$ cat config.mk
export PLATFORM = sky130hd
export DESIGN_NAME = fifo_fwft_read_stage
export DESIGN_NICKNAME = d
export VERILOG_FILES = /design/src/rtl/fifo_pkg.sv /design/src/rtl/fifo_fwft_read_stage_chk.sv /design/src/rtl/fifo_fwft_skid_buf.sv /design/src/rtl/fifo_fwft_read_stage.sv
export SDC_FILE = /design/constraint.sdc
export NUM_CORES = 1
export LEC_CHECK = 0
export ABC_AREA = 1
export CAP_MARGIN = 20
export CORE_MARGIN = 10
export CORE_UTILIZATION = 30
export CTS_CLUSTER_DIAMETER = 100
export CTS_CLUSTER_SIZE = 20
export DETAILED_ROUTE_END_ITERATION = 8
export PLACE_DENSITY = 0.63
export SETUP_SLACK_MARGIN = 0.05
export SLEW_MARGIN = 20
export SYNTH_ARGS = -nofsm -noshare
export SYNTH_HDL_FRONTEND = slang
export SYNTH_SLANG_ARGS = --single-unit
$ cat constraint.sdc
create_clock -name clk -period 3.1 [get_ports clk]
set_clock_uncertainty 0.05 [all_clocks]
set_input_delay 0.465 -clock clk [delete_from_list [all_inputs] [get_ports clk]]
set_output_delay 0.465 -clock clk [all_outputs]
set_load 0.01 [all_outputs]
$ cat src/rtl/fifo_pkg.sv
// Shared constants and elaboration helpers for the asynchronous FIFO read path.
package fifo_pkg;

  localparam int RAM_LATENCY_MIN = 1;
  localparam int RAM_LATENCY_MAX = 2;

  // The output buffer needs one slot per word that can be in flight plus the head word.
  function automatic int fwft_buf_depth(input int lat);
    return lat + 32'sd1;
  endfunction

  function automatic int clog2(input int value);
    int result;
    int v;
    result = 32'sd0;
    v = value - 32'sd1;
    while (v > 32'sd0) begin
      result = result + 32'sd1;
      v = v / 32'sd2;
    end
    return result;
  endfunction

endpackage

$ cat src/rtl/fifo_fwft_read_stage_chk.sv
// Protocol and overflow assertions for the FWFT read stage.
module fifo_fwft_read_stage_chk
  import fifo_pkg::*;
#(
  parameter int RAM_LATENCY = 1,
  parameter int BUF_DEPTH   = 2,
  parameter int OCC_W       = 2
) (
  input logic             clk,
  input logic             rst,
  input logic             ctrl_empty,
  input logic             ctrl_inc,
  input logic             ctrl_ram_en,
  input logic             wr_en,
  input logic             buf_full,
  input logic             pop,
  input logic [OCC_W-1:0] occupancy
);

  localparam logic [OCC_W-1:0] DEPTH_OCC = OCC_W'(BUF_DEPTH);

  lat_legal: assert property (@(posedge clk)
    (RAM_LATENCY >= RAM_LATENCY_MIN) && (RAM_LATENCY <= RAM_LATENCY_MAX));

  no_overflow: assert property (@(posedge clk) disable iff (rst)
    !(wr_en && buf_full));

  occ_bound: assert property (@(posedge clk) disable iff (rst)
    occupancy <= DEPTH_OCC);

  issue_has_req: assert property (@(posedge clk) disable iff (rst)
    ctrl_ram_en |-> (ctrl_inc && !ctrl_empty));

  pop_has_occ: assert property (@(posedge clk) disable iff (rst)
    pop |-> (occupancy != '0));

endmodule

$ cat src/rtl/fifo_fwft_skid_buf.sv
// Small circular buffer holding words returned by the RAM until the consumer
// takes them; the head entry is always presented on rd_data.
module fifo_fwft_skid_buf
  import fifo_pkg::*;
#(
  parameter int DATA_WIDTH = 32,
  parameter int DEPTH      = 2,
  localparam int PTR_W     = (clog2(DEPTH) < 32'sd1) ? 32'sd1 : clog2(DEPTH),
  localparam int CNT_W     = clog2(DEPTH + 32'sd1)
) (
  input  logic                  clk,
  input  logic                  rst,
  input  logic                  wr_en,
  input  logic [DATA_WIDTH-1:0] wr_data,
  input  logic                  pop,
  output logic                  valid,
  output logic [DATA_WIDTH-1:0] rd_data,
  output logic                  full
);

  localparam logic [PTR_W-1:0] PTR_LAST  = PTR_W'(DEPTH - 32'sd1);
  localparam logic [PTR_W-1:0] PTR_ONE   = PTR_W'(32'd1);
  localparam logic [CNT_W-1:0] CNT_ONE   = CNT_W'(32'd1);
  localparam logic [CNT_W-1:0] CNT_DEPTH = CNT_W'(DEPTH);

  logic [DATA_WIDTH-1:0] mem_r [DEPTH];
  logic [PTR_W-1:0]      head_r;
  logic [PTR_W-1:0]      tail_r;
  logic [CNT_W-1:0]      cnt_r;
  logic [CNT_W-1:0]      cnt_next_s;
  logic                  pop_s;

  function automatic logic [PTR_W-1:0] ptr_inc(input logic [PTR_W-1:0] p);
    logic [PTR_W-1:0] r;
    if (p == PTR_LAST) begin
      r = '0;
    end else begin
      r = p + PTR_ONE;
    end
    return r;
  endfunction

  assign pop_s   = pop & valid;
  assign valid   = (cnt_r != '0);
  assign full    = (cnt_r == CNT_DEPTH);
  assign rd_data = mem_r[head_r];

  // Word count: a write and a pop in the same cycle cancel out.
  always_comb begin
    cnt_next_s = cnt_r;
    if (wr_en && !pop_s) begin
      cnt_next_s = cnt_r + CNT_ONE;
    end else if (!wr_en && pop_s) begin
      cnt_next_s = cnt_r - CNT_ONE;
    end else begin
      cnt_next_s = cnt_r;
    end
  end

  // Head/tail pointers and count; both pointers may advance together.
  always_ff @(posedge clk) begin
    if (rst) begin
      head_r <= '0;
      tail_r <= '0;
      cnt_r  <= '0;
    end else begin
      cnt_r <= cnt_next_s;
      if (wr_en) begin
        tail_r <= ptr_inc(tail_r);
      end
      if (pop_s) begin
        head_r <= ptr_inc(head_r);
      end
    end
  end

  // Storage array; contents need no reset since visibility is governed by cnt_r.
  always_ff @(posedge clk) begin
    if (wr_en) begin
      mem_r[tail_r] <= wr_data;
    end
  end

endmodule

$ cat src/rtl/fifo_fwft_read_stage.sv
// FWFT read stage: requests RAM reads while buffer credit exists, tracks reads
// in flight across the RAM latency, and streams returned words out without bubbles.
module fifo_fwft_read_stage
  import fifo_pkg::*;
#(
  parameter int DATA_WIDTH  = 32,
  parameter int RAM_LATENCY = 1,
  localparam int BUF_DEPTH  = fwft_buf_depth(RAM_LATENCY),
  localparam int OCC_W      = clog2(BUF_DEPTH + 32'sd1)
) (
  input  logic                  clk,
  input  logic                  rst,
  input  logic                  ctrl_empty,
  input  logic                  ctrl_ram_en,
  output logic                  ctrl_inc,
  input  logic [DATA_WIDTH-1:0] ram_dout,
  output logic                  m_valid,
  input  logic                  m_ready,
  output logic [DATA_WIDTH-1:0] m_data,
  output logic [OCC_W-1:0]      occupancy
);

  localparam logic [OCC_W-1:0] BUF_DEPTH_OCC = OCC_W'(BUF_DEPTH);
  localparam logic [OCC_W-1:0] OCC_ONE       = OCC_W'(32'd1);

  logic                   pop_s;
  logic                   wr_en_s;
  logic                   buf_valid_s;
  logic                   buf_full_s;
  logic [RAM_LATENCY-1:0] inflight_r;
  logic [RAM_LATENCY-1:0] inflight_next_s;
  logic [OCC_W-1:0]       occ_r;
  logic [OCC_W-1:0]       occ_next_s;

  assign pop_s     = buf_valid_s & m_ready;
  assign m_valid   = buf_valid_s;
  assign occupancy = occ_r;
  assign wr_en_s   = inflight_r[RAM_LATENCY-1];

  // Read credit: room for another word, or a slot freed by this cycle's pop.
  always_comb begin
    if (rst) begin
      ctrl_inc = 1'b0;
    end else begin
      ctrl_inc = (occ_r < BUF_DEPTH_OCC) | pop_s;
    end
  end

  // Latency pipe: stage 0 records this cycle's issue, last stage marks RAM data valid.
  always_comb begin
    inflight_next_s    = '0;
    inflight_next_s[0] = ctrl_ram_en;
    for (int i = 1; i < RAM_LATENCY; i++) begin
      inflight_next_s[i] = inflight_r[i-1];
    end
  end

  // Credit counter covers both in-flight reads and buffered words.
  always_comb begin
    occ_next_s = occ_r;
    if (ctrl_ram_en && !pop_s) begin
      occ_next_s = occ_r + OCC_ONE;
    end else if (!ctrl_ram_en && pop_s) begin
      occ_next_s = occ_r - OCC_ONE;
    end else begin
      occ_next_s = occ_r;
    end
  end

  // Reset drops in-flight reads so stale RAM output is never captured.
  always_ff @(posedge clk) begin
    if (rst) begin
      inflight_r <= '0;
      occ_r      <= '0;
    end else begin
      inflight_r <= inflight_next_s;
      occ_r      <= occ_next_s;
    end
  end

  fifo_fwft_skid_buf #(
    .DATA_WIDTH (DATA_WIDTH),
    .DEPTH      (BUF_DEPTH)
  ) u_buf (
    .clk     (clk),
    .rst     (rst),
    .wr_en   (wr_en_s),
    .wr_data (ram_dout),
    .pop     (pop_s),
    .valid   (buf_valid_s),
    .rd_data (m_data),
    .full    (buf_full_s)
  );

  fifo_fwft_read_stage_chk #(
    .RAM_LATENCY (RAM_LATENCY),
    .BUF_DEPTH   (BUF_DEPTH),
    .OCC_W       (OCC_W)
  ) u_chk (
    .clk         (clk),
    .rst         (rst),
    .ctrl_empty  (ctrl_empty),
    .ctrl_inc    (ctrl_inc),
    .ctrl_ram_en (ctrl_ram_en),
    .wr_en       (wr_en_s),
    .buf_full    (buf_full_s),
    .pop         (pop_s),
    .occupancy   (occ_r)
  );

endmodule

# == After elaboration in Yosys (flattened, before gate mapping) ==
# Memory sizes are Yosys's and may differ from the RTL's. A register that Yosys moved wholly into a read port is not among the register bits.
# Cells that the tools add are included.
# W data, S select, Z words.
# totals
regBits,7
latch_bits,0
ramBits,64
mem_bits_ro,0
input_bits,37
out_inout_bits,36
word_cells,38
memories,1
# memory_table
memory,depth,word_bits,rd,rd_ports_with_merged_regs,write_ports,line,rtl
u_buf.mem_r,2,32,1,1,1,fifo_fwft_skid_buf.sv:26,logic [DATA_WIDTH-1:0] mem_r [DEPTH];
# op_classes
addsub,6
multipliers,0
n_div,0
magnitude_cmp,1
n_eq_ne,0
n_shift,0
n_mux,11
bitwise,3
n_reduce_logical,11
# ops
operator,n
$mux W2,4
$mux W1,7
$reduce_bool A2 Y1,3
$add A2 B1 Y2 const B,2
$logic_and A1 B1 Y1,4
$logic_not A1 Y1,4
$sub A2 B1 Y2 const B,2
$add A1 B1 Y1 const B,2
$and A1 B1 Y1,2
$lt A2 B2 Y1 const B,1
$or A1 B1 Y1,1

# == Logic depth before layout (Yosys ltp) ==
# Gate-level depths: netlist of the first run.
# logic_depth
word_depth,6
depth_mapped,10
depth_no_buf,10

# == By module ==
# A second synthesis of the first run with hierarchy kept.
# hier_totals
cells_unflattened,159
hier_area_um2,2855.2
# by_module_without_submodules
module,n_inst,cells_per_inst,area_each_um2
fifo_fwft_skid_buf,1,135,2697.6
fifo_fwft_read_stage,1,24,157.7

# == Worst setup path after synthesis of the first run ==
# Ideal clock, no wire load.
# synth_timing
kind,register to register
start,reg inflight_r
end,mem u_buf.mem_r[0][0] (enable)
t_arrival_ns,1.757
t_required_ns,2.628
path_slack_ns,0.872
path_stages_with_launch,3
path_cell_list,dfxtp_1 > inv_1 > nor2_1
# synth_between
elab_chain_len,2
# synth_rtl
element,line,rtl
"start, declared",fifo_fwft_read_stage.sv:30,logic [RAM_LATENCY-1:0] inflight_r;
"start signal, assigned",fifo_fwft_read_stage.sv:76,inflight_r <= inflight_next_s;
$mux W1,fifo_fwft_skid_buf.sv:79,if (wr_en) begin
$mux W1 (implied by the code),fifo_fwft_skid_buf.sv:80,mem_r[tail_r] <= wr_data;
"end, declared",fifo_fwft_skid_buf.sv:26,
# No other way between the ends.

==> impl_metrics.yaml, run 1 <==
floorplanning:
  die_area_sq_um: 13750
  die_w_microns: 117.3
  io_pins: 73
  initial_core_util_pct: 30.71
  core_sq_um: 9240
  rows: 35
  die_h_microns: 117.3
setup_path:
  worstSetupPathType: "reg2out"
  cp_num_cells: 3
  path_delay_family: "buffers and inverters"
  path_buf_inv: 2
  reg2reg_from: "u_buf.tail_r"
  r2r-end: "u_buf.mem_r[1][21]"
  critPathMaxFanout: 22
  slowest_stage: "dfxtp_2"
  worstPathRequired_ns: 2.58
  max_stage_delay_ns: 0.59
  r2r_cells: 3
  path_cells: "buf_12 > mux2_2 > clkdlybuf4s50_1"
  worstSetupEndpointType: "primary output"
  reg2reg_setup_slack_ns: 1.36
  cp_data_arrival_time_ns: 2.05
  worstSetupEndpoint: "m_data[1]"
  critPathLaunchType: "register"
power:
  switching_share_pct: 24.26
  p_int_mw: 1.628
  p_per_area_nw_per_um2: 560.2
  power_frac_clock_pct: 28.8
  p_total_mw: 2.149
  power_frac_seq_pct: 52.7
  irDropWorstVdd_v: 0.0002639
  p_switching_uw: 521.4
  p_comb_share_pct: 18.5
  p_leak_nw: 1.386
job:
  drv_cap: 0
drt:
  routedWlPerCell_microns: 14.42
  ant_nets: 0
  drcViolationCount: 0
  vias_per_cell: 4.049
  first_pass_iters: 4
  num_vias: 1490
  wl_microns: 5307
  drt_iter0_markers: 41
cts:
  clk-insertion-delay-late_ns: 0.33
  cts_resized: 0
  clock-root-buffer: "clkbuf_8"
  cts_made_buffers: 9
  cts_max_level: 3
  cts_setup_buffers: 0
  path_clk_slew_ns: 0.08
  clockBufferDepth: 2
  ctsHoldBuffers: 0
  cts_tree: "done"
  clock_sinks: 72
logic_synthesis:
  syn-num-nets: 194
  ys.flop_type: "edfxtp_1"
  synth_top_area_share_pct: 67.72
  synth_area_leaders: "edfxtp_1, mux2_4, dfxtp_1"
  synth_cell_types: 15
  synth_warnings: 0
  postSynthCellCount: 155
  yosysTopAreaCell: "edfxtp_1"
  synth_edf_count: 64
  synth_seq_cells: 72
  ys_top_cells_by_count: "edfxtp_1, mux2_4, inv_1"
  async_reset_ff_share_pct: 0
  syn_avg_cell_area_sq_um: 18.31
  synth_most_common_cell: "edfxtp_1"
  seq_area_frac_synth_pct: 73.37
  synth.cell_area_sq_um: 2838
layout:
  syn_to_final_growth_pct: 35.19
  antenna_cells: 0
  stdcell_count: 368
  post-route-util_pct: 41.52
  finalNetCount: 274
  final_layout_size_suffix_gt1_share_pct: 20.92
  fill_cells: 849
placed_design:
  place_hpwl_microns: 3782
  io_buffers: 71
  dp_cells: 353
  gp_congestion: 0.6610
timing:
  setup_viol: 0
  worst_pin_slew_ns: 0.9395
  finalMaxSlewViolations: 0
  max_freq_mhz: 390.5
  setup_tns_ns: 0
  relSlewSlack_pct: 37.22
  rsz0062_at_grt: "no"
  hold_viol_final: 0
  fin_crit_sh_pct: 82.61
  min_period_ns: 2.561
global_route:
  grt_max_degree: 33
  grt_pass1_wl_microns: 8017
  antenna_found_initial: 0
  grt_pass1_vias: 1605
  overflow: 0
  grt_usage_pct: 7.900
outcome:
  status: "finished, final reports clean"
hold_path:
  min_path_type: "reg2reg"
[tightest hold or removal path: stages (launching register included)]
cell and delay, ns:
dfxtp_1 0.34, nor2_1 0.09, nor3_1 0.05
[routing by layer]
metal  wire [microns]  vias to the layer above  track usage [%]  part of all wire (%)
li1                 -                      727                -                     -
met5                0                        -                0                     0
met4               90                        0            4.695                   1.7
met1             2141                      707            8.362                    40
met3              460                        8            3.364                   8.7
met2             2614                       48            12.89                    49
[cell usage in the layout, fill, tap and decap left out]
master and n:
dfxtp_1 7, mux2_4 30, nor3_1 1, a21oi_1 4, nor2_1 6, clkinvlp_4 2, nand2_1 12, buf_4 1
clkinv_1 1, mux2_2 2, nand3_1 3, inv_1 14, clkbuf_8 9, dfxtp_2 1, nor2_4 1, o21ai_0 2
edfxtp_1 64, clkinv_4 1, clkdlybuf4s50_1 71, ha_1 2, clkinv_2 2, buf_12 1, nand4_1 2
[per-stage QoR]
stage	cell area (sq um)	hold slack, ns	worst slack (ns)
finish	3836	0.4622	0.5390
global route	3836	0.5097	0.4179
CTS	3836	0.4612	0.4751
detailed placement	3675	0.4421	0.8047
global placement	3675	0.4280	0.7919
floorplan	2838	0.4145	0.8716
[state kept, by name, summed over array words and instances (netlist names), named ones only]
| signal | count |
|---|---|
| u_buf.tail_r | 1 |
| u_buf.mem_r | 64 |
| u_buf.head_r | 1 |
| u_buf.cnt_r | 2 |
| inflight_r | 1 |
| occupancy | 2 |
[worst min path at each step]
stage	startpoint	to	slack, ns	cells after the start
5_1_grt	occupancy[0]	occupancy[0]	0.51	2
4_1_cts	u_buf.head_r	u_buf.head_r	0.46	2
3_3_place_gp	u_buf.head_r	u_buf.head_r	0.43	2
3_5_place_dp	u_buf.head_r	u_buf.head_r	0.44	2
6_report	inflight_r	u_buf.tail_r	0.46	2
2_1_floorplan	u_buf.head_r	register	0.41	2
[cell type report]
cell class | count | area (sq um) | share of cell area [%]
repair buffers | 73 | 738.2 | 19.24
flip-flops and latches | 72 | 2083 | 54.31
clock buffers | 9 | 123.9 | 3.229
well taps | 129 | 161.4 | 4.207
inverters | 14 | 52.55 | 1.370
clock inverters | 6 | 37.54 | 0.9785
multi-input cells | 65 | 639.4 | 16.67
[cells by family after synthesis]
kind of cell / synth area share [%]
buf+inv: 4.365
simple gates: 3.659
mux: 16.67
fa+ha+maj: 0.8817
flops: 73.37
compound gates: 1.058
[power groups by stage]
stage                     registers, mW  clock network [mW]  logic [mW]
after CTS                          1.13               0.651       0.410
after detailed placement           1.16                   0       0.409
after floorplan                    1.14                   0       0.239
after global routing               1.14               0.690       0.434
final                              1.13               0.619       0.399
after global placement             1.15                   0       0.401
(Power assumes the default switching activity.)
==> run 2: changes to the inputs <==
Settings changed: PLACE_DENSITY 0.63 to 0.64.
Clock period 3.1 ns to 2.2 ns, I/O delays scaled along.
==> run 2 against run 1 <==
Effect of this change: global-route usage is 0.39 points higher; die area stayed put; cell count grew 1.9%; worst setup slack got worse by 0.41 ns; count of clock-buffer cells in the layout increased by 2; flip-flop and latch count did not move; clock power is 55% higher; register-to-register slack got worse by 0.65 ns; critical endpoint is now m_data[2]; critical path depth unchanged.
==> impl_metrics.yaml, run 2 (synthesis gave the netlist of run 1 again) <==
drt:
  first_pass_iters: 4
  routedWlPerCell_microns: 14.74
  ant_nets: 0
  num_vias: 1501
  vias_per_cell: 4.003
  drcViolationCount: 0
  drt_iter0_markers: 56
  wl_microns: 5528
cts:
  clock_sinks: 72
  cts_tree: "done"
  cts_max_level: 3
  ctsHoldBuffers: 0
  clk-insertion-delay-late_ns: 0.33
  clock-root-buffer: "clkbuf_8"
  cts_made_buffers: 9
  clockBufferDepth: 2
  path_clk_slew_ns: 0.07
global_route:
  grt_max_degree: 22
  grt_pass1_vias: 1622
  grt_usage_pct: 8.292
  antenna_found_initial: 0
  overflow: 0
  grt_pass1_wl_microns: 8355
timing:
  setup_viol: 0
  setup_tns_ns: 0
  holdWs_ns: 0.4636
  worst_pin_slew_ns: 0.3057
  finalMaxSlewViolations: 0
  max_freq_mhz: 482.3
  min_period_ns: 2.074
  rsz0062_at_grt: "yes"
  hold_viol_final: 0
  relSlewSlack_pct: 79.62
  fin_crit_sh_pct: 94.25
setup_path:
  r2r-end: "u_buf.cnt_r[1]"
  r2r_cells: 9
  critPathLaunchType: "register"
  cp_data_arrival_time_ns: 1.69
  worstSetupPathType: "reg2out"
  worstSetupEndpointType: "primary output"
  reg2reg_from: "u_buf.cnt_r[0]"
  worstSetupEndpoint: "m_data[2]"
  reg2reg_setup_slack_ns: 0.71
  worstPathRequired_ns: 1.82
  critPathMaxFanout: 13
layout:
  final_common_cell: "edfxtp_1"
  fill_cells: 840
  multi_input_area_sq_um: 639.4
  regMostFlops: "u_buf.mem_r"
  reg_top3: "u_buf.mem_r (64), occupancy (2), u_buf.cnt_r (2)"
  largest_reg_flops: 64
  syn_to_final_growth_pct: 39.33
  antenna_cells: 0
  layout_common_cells: "edfxtp_1, clkdlybuf4s50_1, mux2_4"
  seqCellArea_sq_um: 2083
  finalNetCount: 280
  final_layout_size_suffix_gt1_share_pct: 21.95
floorplanning:
  initial_core_util_pct: 30.71
  die_h_microns: 117.3
  die_w_microns: 117.3
  core_sq_um: 9240
  die_area_sq_um: 13750
  io_pins: 73
  rows: 35
hold_path:
  min_path_type: "reg2reg"
power:
  irDropWorstVdd_v: 0.0003630
  p_leak_nw: 1.609
  p_per_area_nw_per_um2: 791.8
placed_design:
  io_buffers: 71
  gp_congestion: 0.6807
  place_hpwl_microns: 3909
job:
  drv_cap: 0
outcome:
  status: "finished, final reports clean"
run 2: per-stage QoR:
step	setup slack, ns	power [mW]	area (sq um)	cells	util, %
after CTS	0.02792	3.192	3887	373	42.07
after detailed placement	0.1710	2.215	3705	357	40.09
after global placement	0.1772	2.198	3705	357	40.09
after global routing	0.02596	3.313	3954	375	42.79
final	0.1264	3.131	3954	375	42.79
after floorplan	0.5094	1.944	2840	155	-
run 2: per-layer routing:
metal,global-route usage [%],routed length (microns)
met2,14.06,2891
met3,5.199,441
met5,0,0
met1,8.256,2135
met4,2.471,59
run 2: worst min-delay path by stage:
| stage | startpoint | to | slack, ns | cells past startpoint |
|---|---|---|---|---|
| 2_1_floorplan | rst | inflight_r | 0.35 | 1 |
| 3_3_place_gp | u_buf.head_r | u_buf.head_r | 0.43 | 2 |
| 3_5_place_dp | u_buf.head_r | u_buf.head_r | 0.45 | 2 |
| 4_1_cts | occupancy[0] | occupancy[0] | 0.47 | 2 |
| 5_1_grt | ram_dout[27] | u_buf.mem_r[0][27] | 0.49 | 1 |
| 6_report | occupancy[0] | occupancy[0] | 0.46 | 2 |
run 2: final cells by class:
class | instances | share of cell area, %
multi-input combinational | 65 | 16.17
sequential | 72 | 52.69
clock buffer | 11 | 3.323
timing repair buffer | 79 | 21.20
tap | 129 | 4.082
inverter | 14 | 1.329
clock inverter | 5 | 1.203
run 2: critical path, stage by stage, from the launching register on:
cell and delay (ns):
dfxtp_2 0.37, buf_8 0.19, mux2_4 0.31, clkdlybuf4s50_1 0.49
run 2: report_power, final:
part | internal (mW) | switching, mW
Sequential | 1.55 | 0.0260
Clock | 0.513 | 0.446
Combinational | 0.350 | 0.241
Total | 2.42 | 0.713
run 2: what timing repair did:
action | 4_1_cts | 5_1_grt
setup buffers | 0 | 2
setup endpoints to repair | 14 | 33
resized for setup | 1 | 20
==> run 3: changes to the inputs <==
Settings changed: HOLD_SLACK_MARGIN from default to 0.12, SYNTH_HIERARCHICAL from default to 1.
==> run 3 against run 2 <==
Effect of this change: synthesized cell count rose by 1.9%; combinational power down 26%; highest routed layer unchanged; largest cell class unchanged; first-iteration DRC count decreased by 39%; clock power grew 51%; power grew 10%.
==> impl_metrics.yaml, run 3 <==
outcome:
  status: "finished, final reports clean"
cts:
  cts_made_buffers: 9
  clk-insertion-delay-late_ns: 0.33
  path_clk_slew_ns: 0.07
  clock_sinks: 72
  clockBufferDepth: 2
  cts_tree: "done"
  cts_max_level: 3
  ctsHoldBuffers: 0
  clock-root-buffer: "clkbuf_8"
drt:
  routed-wl-met3_microns: 357
  num_vias: 1568
  drcViolationCount: 0
  dr.max_layer_used: "met4"
  routedWlPerCell_microns: 15.16
  wl_met2_microns: 2750
  drt_iter0_markers: 34
  vias_per_cell: 4.126
  first_pass_iters: 4
  ant_nets: 0
  wl_microns: 5761
  wl_met1_microns: 2560
timing:
  hold_viol_final: 0
  max_freq_mhz: 478.0
  finalMaxSlewViolations: 0
  fin_crit_sh_pct: 95.10
  setup_tns_ns: 0
  min_period_ns: 2.092
  setup_viol: 0
  relSlewSlack_pct: 63.90
  worst_pin_slew_ns: 0.5402
  rsz0062_at_grt: "yes"
layout:
  seqCellArea_sq_um: 2086
  regMostFlops: "u_buf/mem_r"
  stdcell_area_sq_um: 4090
  finalNetCount: 285
  fill_cells: 844
  largest_reg_flops: 64
  layout_common_cells: "clkdlybuf4s50_1, edfxtp_1, mux2_4"
  final_layout_size_suffix_gt1_share_pct: 24.70
  multi_input_area_sq_um: 650.6
  syn_to_final_growth_pct: 43.44
  antenna_cells: 0
  reg_top3: "u_buf/mem_r (64), occupancy (2), u_buf/cnt_r (2)"
floorplanning:
  die_h_microns: 117.5
  core_sq_um: 9240
  rows: 35
  die_w_microns: 117.5
  io_pins: 73
  initial_core_util_pct: 30.86
  die_area_sq_um: 13810
hold_path:
  min_path_type: "reg2reg"
setup_path:
  worstSetupPathType: "reg2out"
  worstSetupEndpointType: "primary output"
  critPathLaunchType: "register"
  critPathMaxFanout: 15
  cp_data_arrival_time_ns: 1.71
  worstPathRequired_ns: 1.82
power:
  p_total_mw: 3.455
  p_leak_nw: 1.554
  irDropWorstVdd_v: 0.0003439
  p_per_area_nw_per_um2: 844.6
global_route:
  overflow: 0
  grt_pass1_wl_microns: 9101
  grt_max_degree: 23
  grt_usage_pct: 8.314
  grt_pass1_vias: 1774
  antenna_found_initial: 0
placed_design:
  dpl_cell_area_sq_um: 3736
  place_hpwl_microns: 3874
  io_buffers: 71
  gp_congestion: 0.6906
logic_synthesis:
  postSynthCellCount: 158
  syn_avg_cell_area_sq_um: 18.05
  synth.cell_area_sq_um: 2851
  synth_warnings: 6
  syn-num-nets: 197
job:
  drv_cap: 0
-- run 3: cell count changes in the layout (fill, tap and decap cells not counted), sizes merged --
cell / before / now
clkinv: 4 / 2
bufinv: 1 / 5
dlymetal6s2s: 19 / 5
buf: 8 / 9
clkbuf: 11 / 10
nand2: 12 / 13
inv: 14 / 16
dlygate4sd2: 0 / 2
clkdlybuf4s50: 52 / 64
-- run 3: area by class of cell --
cell class	instances	share of cell area, %
Clock buffer	9	3.028
Sequential cell	72	50.99
Inverter	16	1.468
Tap cell	129	3.946
Clock inverter	7	3.854
Timing Repair Buffer	81	20.80
Multi-Input combinational cell	66	15.91
-- run 3: worst paths after layout --
path	from	end	slack [ns]	depth (start not counted)
hold / removal	occupancy[0]	occupancy[0]	0.46	1
hold reg to reg	occupancy[0]	occupancy[0]	0.46	1
setup reg to reg	u_buf/cnt_r[0]	u_buf/cnt_r[1]	0.66	11
setup / recovery	register	m_data[0]	0.11	3
-- run 3: stage by stage --
step	setup slack, ns	utilization (%)	hold WS, ns	instances
after detailed placement	0.1941	40.43	0.4421	359
final	0.1079	44.27	0.4641	380
after global placement	0.2071	40.43	0.4282	359
after global routing	0.04317	44.27	0.4830	380
after CTS	0.03971	43.48	0.4633	375
after floorplan	0.5121	-	0.3512	158
-- run 3: what timing repair did --
action,4_1_cts,5_1_grt
gates cloned,0,1
endpoints found under the setup margin,5,19
buffers inserted,0,4
resized for setup,3,7
endpoints found under the hold margin,0,0
-- run 3: where the power goes --
group | switching, mW | total [mW] | internal (mW) | leakage, nW
Clock | 0.472 | 1.45 | 0.975 | 0.139
Combinational | 0.173 | 0.437 | 0.263 | 0.761
Sequential | 0.0246 | 1.57 | 1.55 | 0.655
Total | 0.670 | 3.45 | 2.78 | 1.55
-- run 3: critical path, stage by stage, from the launching register on --
cell and delay [ns]:
dfxtp_4 0.41, buf_12 0.18, mux2_4 0.30, clkdlybuf4s50_1 0.48
-- run 3: metal layers --
layer,up-vias,track usage [%]
met5,-,0
met1,757,9.546
met2,50,13.36
met4,0,3.941
li1,751,-
met3,10,3.165
